### config.mk
export PLATFORM = sky130hd
export DESIGN_NAME = fifo_rd_arbiter
export DESIGN_NICKNAME = d
export VERILOG_FILES = /design/src/rtl/fifo_pkg.sv /design/src/rtl/rr_arbiter.sv /design/src/rtl/fifo_rd_arbiter.sv
export SDC_FILE = /design/constraint.sdc
export NUM_CORES = 1
export LEC_CHECK = 0
export CORE_MARGIN = 8
export CORE_UTILIZATION = 59
export CTS_CLUSTER_DIAMETER = 100
export DETAILED_ROUTE_END_ITERATION = 7
export DONT_BUFFER_PORTS = 1
export PLACE_DENSITY = 0.73
export SLEW_MARGIN = 10
export SYNTH_ARGS = -nofsm -noshare
export SYNTH_HDL_FRONTEND = slang
export SYNTH_SLANG_ARGS = --single-unit
### constraint.sdc
create_clock -name rd_clk -period 2.3 [get_ports rd_clk]
set_input_delay 0.46 -clock rd_clk [delete_from_list [all_inputs] [get_ports rd_clk]]
set_output_delay 0.46 -clock rd_clk [all_outputs]
set_load 0.03 [all_outputs]
### src/rtl/fifo_pkg.sv
// Shared definitions for the FIFO read-side arbiter: FSM encodings and width helper.
package fifo_pkg;

  localparam int unsigned STATE_W = 1;

  // Arbiter FSM encodings
  localparam logic [STATE_W-1:0] ST_IDLE  = 1'b0;
  localparam logic [STATE_W-1:0] ST_BURST = 1'b1;

  // clog2 that never returns 0, so a single-entry parameter still yields a 1-bit field
  function automatic int unsigned clog2w(input int unsigned n);
    return (n <= 1) ? 1 : $clog2(n);
  endfunction

endpackage

### src/rtl/rr_arbiter.sv
// Combinational round-robin pick: first asserted request after rr_ptr_i, wrapping.
module rr_arbiter
  import fifo_pkg::*;
#(
  parameter int unsigned NUM_REQ = 4,
  parameter int unsigned IDX_W   = clog2w(NUM_REQ)
) (
  input  logic [NUM_REQ-1:0] req_i,
  input  logic [IDX_W-1:0]   rr_ptr_i,
  output logic [NUM_REQ-1:0] win_oh_c,
  output logic [IDX_W-1:0]   win_idx_c,
  output logic               win_any_c
);

  // Scan rr_ptr+1 .. rr_ptr+NUM_REQ (mod NUM_REQ); the last visited index is rr_ptr itself
  always_comb begin : pick
    int unsigned        cand;
    logic [IDX_W-1:0]   cidx;
    win_oh_c  = '0;
    win_idx_c = '0;
    win_any_c = 1'b0;
    cand      = 0;
    cidx      = '0;
    for (int unsigned k = 1; k <= NUM_REQ; k++) begin
      cand = (32'(rr_ptr_i) + k) % NUM_REQ;
      cidx = IDX_W'(cand);
      if (!win_any_c && req_i[cidx]) begin
        win_any_c = 1'b1;
        win_idx_c = cidx;
      end
    end
    win_oh_c[win_idx_c] = win_any_c;
  end

endmodule

### src/rtl/fifo_rd_arbiter.sv
// Shares one FIFO read port among NUM_REQ requesters with round-robin bursts of up to
// MAX_BURST pops, one idle turnaround cycle between grants.
module fifo_rd_arbiter
  import fifo_pkg::*;
#(
  parameter int unsigned NUM_REQ   = 4,
  parameter int unsigned DATA_SIZE = 4,
  parameter int unsigned MAX_BURST = 4
) (
  input  logic                        rd_clk,
  input  logic                        rd_rst_n,
  input  logic [NUM_REQ-1:0]          req,
  output logic [NUM_REQ-1:0]          gnt,
  input  logic                        fifo_empty,
  input  logic [DATA_SIZE-1:0]        fifo_rd_data,
  output logic                        fifo_rd_en,
  output logic [DATA_SIZE-1:0]        out_data,
  output logic                        out_valid,
  output logic [clog2w(NUM_REQ)-1:0]  out_id
);

  localparam int unsigned IDX_W = clog2w(NUM_REQ);
  localparam int unsigned CNT_W = clog2w(MAX_BURST) + 1;

  logic [STATE_W-1:0]   state_q,     state_d;
  logic [NUM_REQ-1:0]   gnt_q,       gnt_d;
  logic [IDX_W-1:0]     rr_ptr_q,    rr_ptr_d;
  logic [CNT_W-1:0]     cnt_q,       cnt_d;
  logic [DATA_SIZE-1:0] out_data_q,  out_data_d;
  logic [IDX_W-1:0]     out_id_q,    out_id_d;
  logic                 out_valid_q, out_valid_d;

  logic [NUM_REQ-1:0]   win_oh_c;
  logic [IDX_W-1:0]     win_idx_c;
  logic                 win_any_c;
  logic                 pop_c;
  logic [CNT_W-1:0]     cnt_inc_c;

  rr_arbiter #(
    .NUM_REQ (NUM_REQ),
    .IDX_W   (IDX_W)
  ) u_rr_arbiter (
    .req_i     (req),
    .rr_ptr_i  (rr_ptr_q),
    .win_oh_c  (win_oh_c),
    .win_idx_c (win_idx_c),
    .win_any_c (win_any_c)
  );

  // Pop strobe; rr_ptr_q holds the granted index for the whole burst
  always_comb begin : pop_logic
    pop_c = (state_q == ST_BURST) && req[rr_ptr_q] && !fifo_empty
            && (cnt_q < CNT_W'(MAX_BURST));
    cnt_inc_c = cnt_q + CNT_W'(1);
  end

  // Next-state and output-register next values
  always_comb begin : next_state
    state_d     = state_q;
    gnt_d       = gnt_q;
    rr_ptr_d    = rr_ptr_q;
    cnt_d       = cnt_q;
    out_data_d  = out_data_q;
    out_id_d    = out_id_q;
    out_valid_d = 1'b0;

    if (state_q == ST_IDLE) begin
      if (win_any_c && !fifo_empty) begin
        state_d  = ST_BURST;
        gnt_d    = win_oh_c;
        rr_ptr_d = win_idx_c;
        cnt_d    = '0;
      end
    end else begin
      if (pop_c) begin
        out_data_d  = fifo_rd_data;
        out_id_d    = rr_ptr_q;
        out_valid_d = 1'b1;
        cnt_d       = cnt_inc_c;
      end
      // Leave on burst limit, owner dropping its request, or the FIFO running dry
      if ((pop_c && (cnt_inc_c == CNT_W'(MAX_BURST))) || !req[rr_ptr_q] || fifo_empty) begin
        state_d = ST_IDLE;
        gnt_d   = '0;
      end
    end
  end

  // State and output registers; rr_ptr resets to the last index so requester 0 wins first
  always_ff @(posedge rd_clk or negedge rd_rst_n) begin : regs
    if (!rd_rst_n) begin
      state_q     <= ST_IDLE;
      gnt_q       <= '0;
      rr_ptr_q    <= IDX_W'(NUM_REQ - 1);
      cnt_q       <= '0;
      out_data_q  <= '0;
      out_id_q    <= '0;
      out_valid_q <= 1'b0;
    end else begin
      state_q     <= state_d;
      gnt_q       <= gnt_d;
      rr_ptr_q    <= rr_ptr_d;
      cnt_q       <= cnt_d;
      out_data_q  <= out_data_d;
      out_id_q    <= out_id_d;
      out_valid_q <= out_valid_d;
    end
  end

  assign gnt        = gnt_q;
  assign fifo_rd_en = pop_c;
  assign out_data   = out_data_q;
  assign out_id     = out_id_q;
  assign out_valid  = out_valid_q;

endmodule

After elaboration in Yosys (flattened, before gate mapping)
Index checks and enable logic that the tools add are counted.

word-level totals
  flip-flop bits (word level) = 17
  bits of input ports = 11
  logic and storage cells = 77

cells by class
  add/sub/neg operators = 5
  order comparisons = 8
  equal/unequal tests = 3
  mux-type cells = 31
  bitwise gates (word level) = 2
  reductions and logical operators = 21

operators with widths
  operator                                                                      number
  2-bit by 3-bit less-than comparator with 1-bit output, second input constant  6
  1-bit two-way mux                                                             15
  4-bit two-way mux                                                             3
  1-bit binary-select mux with 2-bit select                                     5
  1-bit logical AND                                                             9
  3-bit two-way mux                                                             3
  2-bit two-way mux                                                             4
  2-bit AND reduction                                                           4
  1-bit logical NOT                                                             5
  2-bit by 1-bit adder with 2-bit output, second input constant                 2
  2-bit adder, second input constant                                            2
  4-bit bitwise AND                                                             1
  2-bit by 1-bit inequality test with 1-bit output, second input constant       2
  3-bit by 1-bit adder with 3-bit output, second input constant                 1
  3-bit equality test, second input constant                                    1
  3-bit less-than comparator, second input constant                             1
  1-bit demux with 2-bit select                                                 1
  2-bit by 1-bit >= comparator with 1-bit output, second input constant         1
  1-bit logical OR                                                              2
  2-bit nonzero test                                                            1
  1-bit NOT                                                                     1

Logic depth before layout (Yosys ltp)
Gate-level depths: netlist (run 1).

  depth in word-level cells = 20
  depth in mapped cells = 6
  mapped depth without buffers = 5

Hierarchy
Synthesis (run 1) repeated with hierarchy kept, for this count alone.

unflattened totals
  cells, all modules = 93
  area total of the unflattened synthesis = 1047.3 µm²

by module, submodules not included
  module           times used  cells an instance  area an instance (µm²)  seq. area each (µm²)
  fifo_rd_arbiter  1           63                 845.8                   427.9
  rr_arbiter       1           30                 201.4                   0.0

Worst setup path after synthesis (run 1)
No wires, ideal clock.

  kind = register to output
  from = register rr_ptr_q[0]
  to = output fifo_rd_en
  arrival = 1.458 ns
  data required time = 1.840 ns
  path slack = 0.382 ns
  cell stages (with the launch flop) = 5
  buffers on the path = 1
  cells stage by stage = dfstp_2 mux4_2 nand2_2 buf_6 inv_1

on the way
  longest elaborated chain between the ends = 5

ends and longest elaborated chain
  what                                       line                    source
  start: declaration                         fifo_rd_arbiter.sv:27   logic [IDX_W-1:0] rr_ptr_q, rr_ptr_d;
  start signal: assignment                   fifo_rd_arbiter.sv:94   rr_ptr_q <= IDX_W'(NUM_REQ - 1);
  start signal: assignment                   fifo_rd_arbiter.sv:102  rr_ptr_q <= rr_ptr_d;
  1-bit binary-select mux with 2-bit select  fifo_rd_arbiter.sv:52   pop_c = (state_q == ST_BURST) && req[rr_ptr_q] && !fifo_empty
  1-bit two-way mux (implied by the code)    fifo_rd_arbiter.sv:52
  1-bit logical AND (2 in a row)             fifo_rd_arbiter.sv:52
  1-bit logical AND                          fifo_rd_arbiter.sv:53   && (cnt_q < CNT_W'(MAX_BURST));
  end: declaration                           fifo_rd_arbiter.sv:16   output logic fifo_rd_en,

Every way passes these cells. The select of a mux whose other input is x is not followed.

Final worst setup path (run 1)
Ends and elaborated chain as after synthesis.

==> results.json, run 1 <==
{
  "antennaDiodeCount": 0,
  "achievable-frequency_mhz": 452,
  "final_design_area_no_fill_sq_um": 925,
  "critical_path_peak_fanout": 5,
  "final_min_period_over_clock_period_pct": 96.2,
  "grt_pass1_vias": 554,
  "die_height_um": 54.1,
  "fp-row-count": 13,
  "synthesis.yosys.warnings": 0,
  "clock_insertion_delay_at_the_later_pin_of_the_skew_report_ns": 0.29,
  "leakagePower_uw": 0.000424,
  "syn_area_sq_um": 858,
  "layout.cells.non_filler": 91,
  "placed_cells_incl_taps": 84,
  "post_drt_via_cell_ratio": 6.55,
  "worst_pin_slew_ns": 0.720,
  "total_grt_usage_pct": 12.4,
  "buffers_from_clock_root_to_sink_at_most": 2,
  "syn_nets": 84,
  "post-dp-hpwl_um": 1260,
  "setup_viol_count_final": 0,
  "grt_setup_unrepaired": "no",
  "timing.hold.worst.class": "in2reg",
  "first_pass_iters": 4,
  "core-area_sq_mm": 0.00133,
  "timing.clock.skew_ns": 0.00814,
  "syn_inst": 71,
  "numCtsBuffers": 3,
  "mostFrequentLayoutCell": "sky130_fd_sc_hd__dfrtp_1",
  "num_vias": 596,
  "endpoint_kind": "output pin",
  "routedWlPerCell_um": 19.5,
  "ys_types": 31,
  "maximum_number_of_pins_on_one_net_before_global_route_repair": 18,
  "layout.core_utilization_pct": 69.3,
  "syn_area_per_cell_sq_um": 12.1,
  "cp.arrival_ns": 1.75,
  "antenna_found_initial": 0,
  "drtIter0Drc": 12,
  "boundaryPins": 23,
  "h-tree-depth": 1,
  "cap_violations": 0,
  "grt_overflow": 0,
  "finalWeightedCongestion": 0.715,
  "dpl_cell_area_sq_um": 863,
  "cts.clk_slew.worst_paths_ns": 0.10,
  "crit_path_start_kind": "flop",
  "postSynthRegisterBits": 17,
  "cts_tree": "done",
  "numClockSinks": 17,
  "ir_worst_vdd_mv": 0.784,
  "power_density_mw_per_mm2": 1200,
  "wire_length_of_the_first_global_routing_pass_um": 2600,
  "hold-worst-slack_ns": 0.235,
  "layout.cells.most_common_list": "sky130_fd_sc_hd__dfrtp_1, sky130_fd_sc_hd__nor2_1, sky130_fd_sc_hd__mux2_4, sky130_fd_sc_hd__a32o_1",
  "synth.yosys.seq_area_share_pct": 49.9,
  "area_growth_syn_to_layout_pct": 7.73,
  "drc_errors": 0,
  "worstPathRequired_ns": 1.84,
  "fill_count": 104,
  "die_w_um": 54.1,
  "hold_violations": 0,
  "status": "finished clean",
  "slew-limit-headroom_pct": 51.8,
  "antenna_left": 0,
  "design.final.nets": 90,
  "initial_core_utilization_pct": 64.4,
  "final.setup.tns_ns": 0,
  "final_layout_size_suffix_gt1_share_pct": 27.6,
  "numPortBuffers": 0,
  "drt_wl_total_um": 1770,
  "design.die.area_sq_mm": 0.00293,
  "timing.final.crit_period_ns": 2.21,
  "worst-setup-path-type": "reg2out",
  "final_max_slew_viol_count": 0,
  "clk_root_buffer_cell": "sky130_fd_sc_hd__clkbuf_4"
}
## cells in the mapped netlist
cell / instances / area (sq um)
sky130_fd_sc_hd__o21ai_0: 2 / 10.0
sky130_fd_sc_hd__o311a_1: 1 / 10.0
sky130_fd_sc_hd__dfstp_2: 2 / 52.6
sky130_fd_sc_hd__o31ai_1: 1 / 7.51
sky130_fd_sc_hd__buf_6: 1 / 11.3
sky130_fd_sc_hd__o311ai_0: 1 / 8.76
sky130_fd_sc_hd__a21o_1: 2 / 15.0
sky130_fd_sc_hd__buf_2: 1 / 5.00
sky130_fd_sc_hd__a21oi_1: 2 / 10.0
sky130_fd_sc_hd__ha_1: 2 / 25.0
sky130_fd_sc_hd__mux4_2: 1 / 22.5
sky130_fd_sc_hd__nor2_1: 7 / 26.3
sky130_fd_sc_hd__nor3_2: 1 / 10.0
sky130_fd_sc_hd__inv_1: 2 / 7.51
sky130_fd_sc_hd__clkbuf_2: 1 / 5.00
sky130_fd_sc_hd__mux2_2: 3 / 33.8
sky130_fd_sc_hd__o21ai_1: 2 / 10.0
sky130_fd_sc_hd__dfrtp_1: 15 / 375
sky130_fd_sc_hd__nand2_1: 2 / 7.51
sky130_fd_sc_hd__nand2b_1: 2 / 12.5
sky130_fd_sc_hd__a32o_1: 4 / 40.0
sky130_fd_sc_hd__mux2_4: 4 / 60.1
sky130_fd_sc_hd__nand3b_1: 3 / 22.5
sky130_fd_sc_hd__nor4_2: 1 / 12.5
sky130_fd_sc_hd__o22ai_1: 1 / 6.26
sky130_fd_sc_hd__nor3b_1: 1 / 7.51
sky130_fd_sc_hd__nand4b_1: 2 / 17.5
sky130_fd_sc_hd__a31oi_1: 1 / 6.26
sky130_fd_sc_hd__nand2_2: 1 / 6.26
sky130_fd_sc_hd__nor2b_1: 1 / 6.26
sky130_fd_sc_hd__and2b_1: 1 / 7.51
## through the flow
stage	setup WS, ns	power, uW
floorplan	0.382	877
global placement	0.413	923
detailed placement	0.398	934
CTS	0.0572	1100
global route	0.0119	1170
finish	0.0864	1110
## worst max-delay path, cell delays in order (launching register included)
cell and delay [ns]:
sky130_fd_sc_hd__dfstp_2 0.59, sky130_fd_sc_hd__mux4_2 0.57, sky130_fd_sc_hd__nand2_4 0.13, sky130_fd_sc_hd__clkinvlp_4 0.18
## cells by family after synthesis
logic type	count (synthesis)	synth area share [%]
DFF	17	49.9
muxes	8	13.6
adders and majority gates	2	2.91
and+or+nand+nor	22	15.9
buffers and inverters	5	3.35
AOI/OAI and AO/OA	17	14.4
## sequential cells by signal, summed over array words and instances, names as in the netlist
name       count
gnt            4
out_data       4
out_id         2
rr_ptr_q       2
out_valid      1
cnt_q          3
state_q        1
## layout make-up
class	instances	area, sq um	share of cell area (%)
clock buffers	3	22.5	2.44
clock inverters	1	5.00	0.541
inverters	2	11.3	1.22
multi-input cells	49	407	44.0
flip-flops and latches	17	428	46.3
well taps	15	18.8	2.03
repair buffers	4	32.5	3.52
## where the power goes
group | switching, uW | internal (uW) | total, uW
combinational | 119 | 164 | 283
clock | 91.0 | 64.6 | 156
sequential | 258 | 410 | 669
total | 468 | 639 | 1110
## path summary, 6_finish.rpt
| path | from | end | slack (ns) | cells past startpoint |
|---|---|---|---|---|
| max | rr_ptr_q[0] | fifo_rd_en | 0.09 | 3 |
| min | fifo_empty | state_q | 0.24 | 1 |
| max reg2reg | rr_ptr_q[0] | out_data[2] | 0.35 | 5 |
| min reg2reg | cnt_q[2] | cnt_q[2] | 0.56 | 2 |
| max in group asynchronous | rd_rst_n | state_q | 1.18 | 1 |
| min in group asynchronous | rd_rst_n | gnt[1] | 0.66 | 1 |
## routing by layer
layer	vias up	track usage [%]	share of wire (%)
met3	2	5.79	13
met5	-	0	0
met2	29	16.8	45
li1	276	-	-
met1	289	16.1	42
met4	0	6.15	0.56
## repair_timing
action                                 4_1_cts  5_1_grt
setup endpoints to repair                    0        1
gates resized for setup                      0        2
buffers inserted                             0        2
endpoints found under the hold margin       17        0
hold buffers                                 1        0
(Power assumes the default switching activity.)
==> run 2: changes to the inputs <==
--- a/config.mk
+++ b/config.mk
@@ -8,6 +8,7 @@
 export CORE_MARGIN = 8
 export CORE_UTILIZATION = 59
 export CTS_CLUSTER_DIAMETER = 100
+export CTS_CLUSTER_SIZE = 12
 export DETAILED_ROUTE_END_ITERATION = 7
 export DONT_BUFFER_PORTS = 1
 export PLACE_DENSITY = 0.73
==> results of run 2 <==
No change in the layout: final DEF, timing and power equal those of run 1.
==> variant: new RTL, flow settings as in run 1 <==
Change the parameter `DATA_SIZE` from 4 to 8.
--- a/src/rtl/fifo_rd_arbiter.sv
+++ b/src/rtl/fifo_rd_arbiter.sv
@@ -5,5 +5,5 @@
 #(
   parameter int unsigned NUM_REQ   = 4,
-  parameter int unsigned DATA_SIZE = 4,
+  parameter int unsigned DATA_SIZE = 8,
   parameter int unsigned MAX_BURST = 4
 ) (
Interface: changed (resized fifo_rd_data and out_data); port bits go from 23 to 31. The function was not compared with the original's and may differ.
==> variant against run 1 <==
Power grew 35%. Cell area grew 14%. Synthesized area grew 18%. Setup slack gained 130 ps. Sequential cell count grew 4. Routed wire length grew 2.0%. Core utilization shrank 6.4 points. Synthesized cell count grew 9.9%. Count of clock-buffer cells in the layout is the same. Die area grew 12%. Largest cell class unchanged. Highest routed layer unchanged.
==> variant: results (changes against run 1) <==
Synth
  – Commonest cells in the netlist: dfrtp_1, mux2_4, nand2_1, mux2_1 (was dfrtp_1, nor2_1, a32o_1, mux2_4)
  – Mapped Avg Cell Area: 13.0 sq um (was 12.1 sq um)
  – YS warnings: 0 (unchanged)
  – Most used flip-flop cell after synthesis: dfrtp_1 (unchanged)
  – Seq/Total Area, Yosys: 0.522 (was 0.499)
  – Synth cell types: 30 (was 31)
  – Mapped Area: 1010 sq um (was 858 sq um)
  – Top post-synthesis cells by area: dfrtp_1, mux2_4, dfstp_2 (unchanged)
  – Async SR Flop Fraction: 1.00 (unchanged)
  – Mapped Nets: 95 (was 84)

Clock network
  – Clock transition at the registers of the reported paths: 120 ps (was 100 ps)
  – Clock Path Buffers: 2 (unchanged)
  – Worst skew pair latency: 300 ps
  – Clock root cell: clkbuf_4 (unchanged)
  – # H-tree levels: 1 (unchanged)
  – Total CTS buffers: 3 (unchanged)

Outcome
  – Outcome: complete, no violations (unchanged)

Drt
  – 1st-iter DRT viols: 1 (was 12)
  – Detailed Routing Iterations Pass 1: 3 (was 4)
  – Vias/cell: 6.13 (was 6.55)
  – Wire length per cell: 18.6 um (was 19.5 um)

STA
  – Measured slew at the worst slew-check pin: 892 ps (was 720 ps)
  – Clock skew: 7.03 ps (was 8.14 ps)

Cells and area
  – # diodes: 0 (unchanged)
  – Max reg flops: 8
  – Final std cells w/o fill: 97 (was 91)
  – Share of cells above drive strength 1: 0.188 (was 0.276)
  – Final #Nets: 98 (was 90)

Placement
  – Placed insts: 92 (was 84)
  – I/O Buffers: 0 (unchanged)
  – GPL Wtd Cong: 0.763 (was 0.715)
  – Detailed-placement wirelength estimate: 1400 um (was 1260 um)

Global route
  – Initial antenna violation count: 0 (unchanged)
  – First-pass GRT wire length: 3140 um (was 2600 um)
  – Vias in the first global route: 633 (was 554)
  – Total track usage: 0.121 (was 0.124)
  – Largest net degree at the start of global routing: 22 (was 18)

Worst hold path
  – Hold crit path type: input pin to register (unchanged)

Pwr
  – Max IR drop VDD: 0.863 mV (was 0.784 mV)
  – Leakage: 0.470 nW (was 0.424 nW)

Worst setup path
  – Slowest stage delay, CP: 640 ps (was 590 ps)
  – Crit path max-delay cell type: dfstp_2 (unchanged)
  – Top Family by Delay on Critical Path: flip-flops (unchanged)
  – Data arrival, critical path: 1620 ps (was 1750 ps)
  – Setup slack, reg-to-reg: 510 ps (was 350 ps)
  – Crit-path max FO: 14 (was 5)
-- variant: through the flow --
stage / utilization / setup slack [ps] / total power, mW / area (sq um) / hold WS (ps)
5_1_grt: 0.629 / 138 / 1.60 / 1050 / 256
3_5_place_dp: 0.605 / 509 / 1.33 / 1010 / 165
2_1_floorplan: - / 526 / 1.26 / 1010 / 164
3_3_place_gp: 0.605 / 563 / 1.31 / 1010 / 165
4_1_cts: 0.629 / 202 / 1.52 / 1050 / 275
6_report: 0.629 / 220 / 1.50 / 1050 / 284
-- variant: power breakdown --
group,internal (mW),leakage (nW),switching [mW]
Combinational,0.226,0.194,0.172
Sequential,0.537,0.261,0.389
Clock,0.0663,0.0139,0.110
-- variant: metal layers --
layer	up-vias	track usage	routed length (um)	part of all wire
met5	-	0	0	0
met4	0	0.0643	21	0.012
met3	4	0.0516	169	0.094
met2	20	0.195	836	0.46
met1	283	0.133	781	0.43
li1	288	-	-	-
-- variant: kinds of logic after synthesis --
group | after synthesis | synth area share
buffers and inverters | 5 | 0.0285
multiplexers | 14 | 0.178
flip-flops | 21 | 0.522
AO/OA/AOI/OAI | 16 | 0.132
AND/OR/NAND/NOR | 20 | 0.114
adder cells (fa/ha/maj) | 2 | 0.0247
-- variant: what timing repair did --
action                                 in CTS  in global routing
endpoints found under the hold margin      21                  0
hold buffers                                1                  0
buffers inserted                            0                  0
gates resized for setup                     0                  0
setup endpoints to repair                   0                  0
-- variant: worst paths after layout --
kind                                 start     endpoint  depth (start not counted)
max                            rr_ptr_q[1]   fifo_rd_en                          3
min                        fifo_rd_data[0]  out_data[0]                          1
min in group asynchronous         rd_rst_n    out_id[0]                          1
min reg2reg                    rr_ptr_q[0]  rr_ptr_q[0]                          2
max reg2reg                    rr_ptr_q[1]  out_data[4]                          4
max in group asynchronous         rd_rst_n       gnt[1]                          1
-- variant: area by class of cell --
| class | count | area (sq um) |
|---|---|---|
| Inverter | 2 | 7.51 |
| Multi-Input combinational cell | 52 | 454 |
| Tap cell | 17 | 21.3 |
| Clock inverter | 1 | 7.51 |
| Timing Repair Buffer | 1 | 10.0 |
| Fill cell | 126 | 619 |
| Clock buffer | 3 | 22.5 |
| Sequential cell | 21 | 528 |
-- variant: worst register-to-register path, cell delays in order, from the launching register on --
cell       delay [ps]
dfstp_2           640
nand3b_1          140
a2bb2oi_4         190
nor2_8            340
mux2_1            380
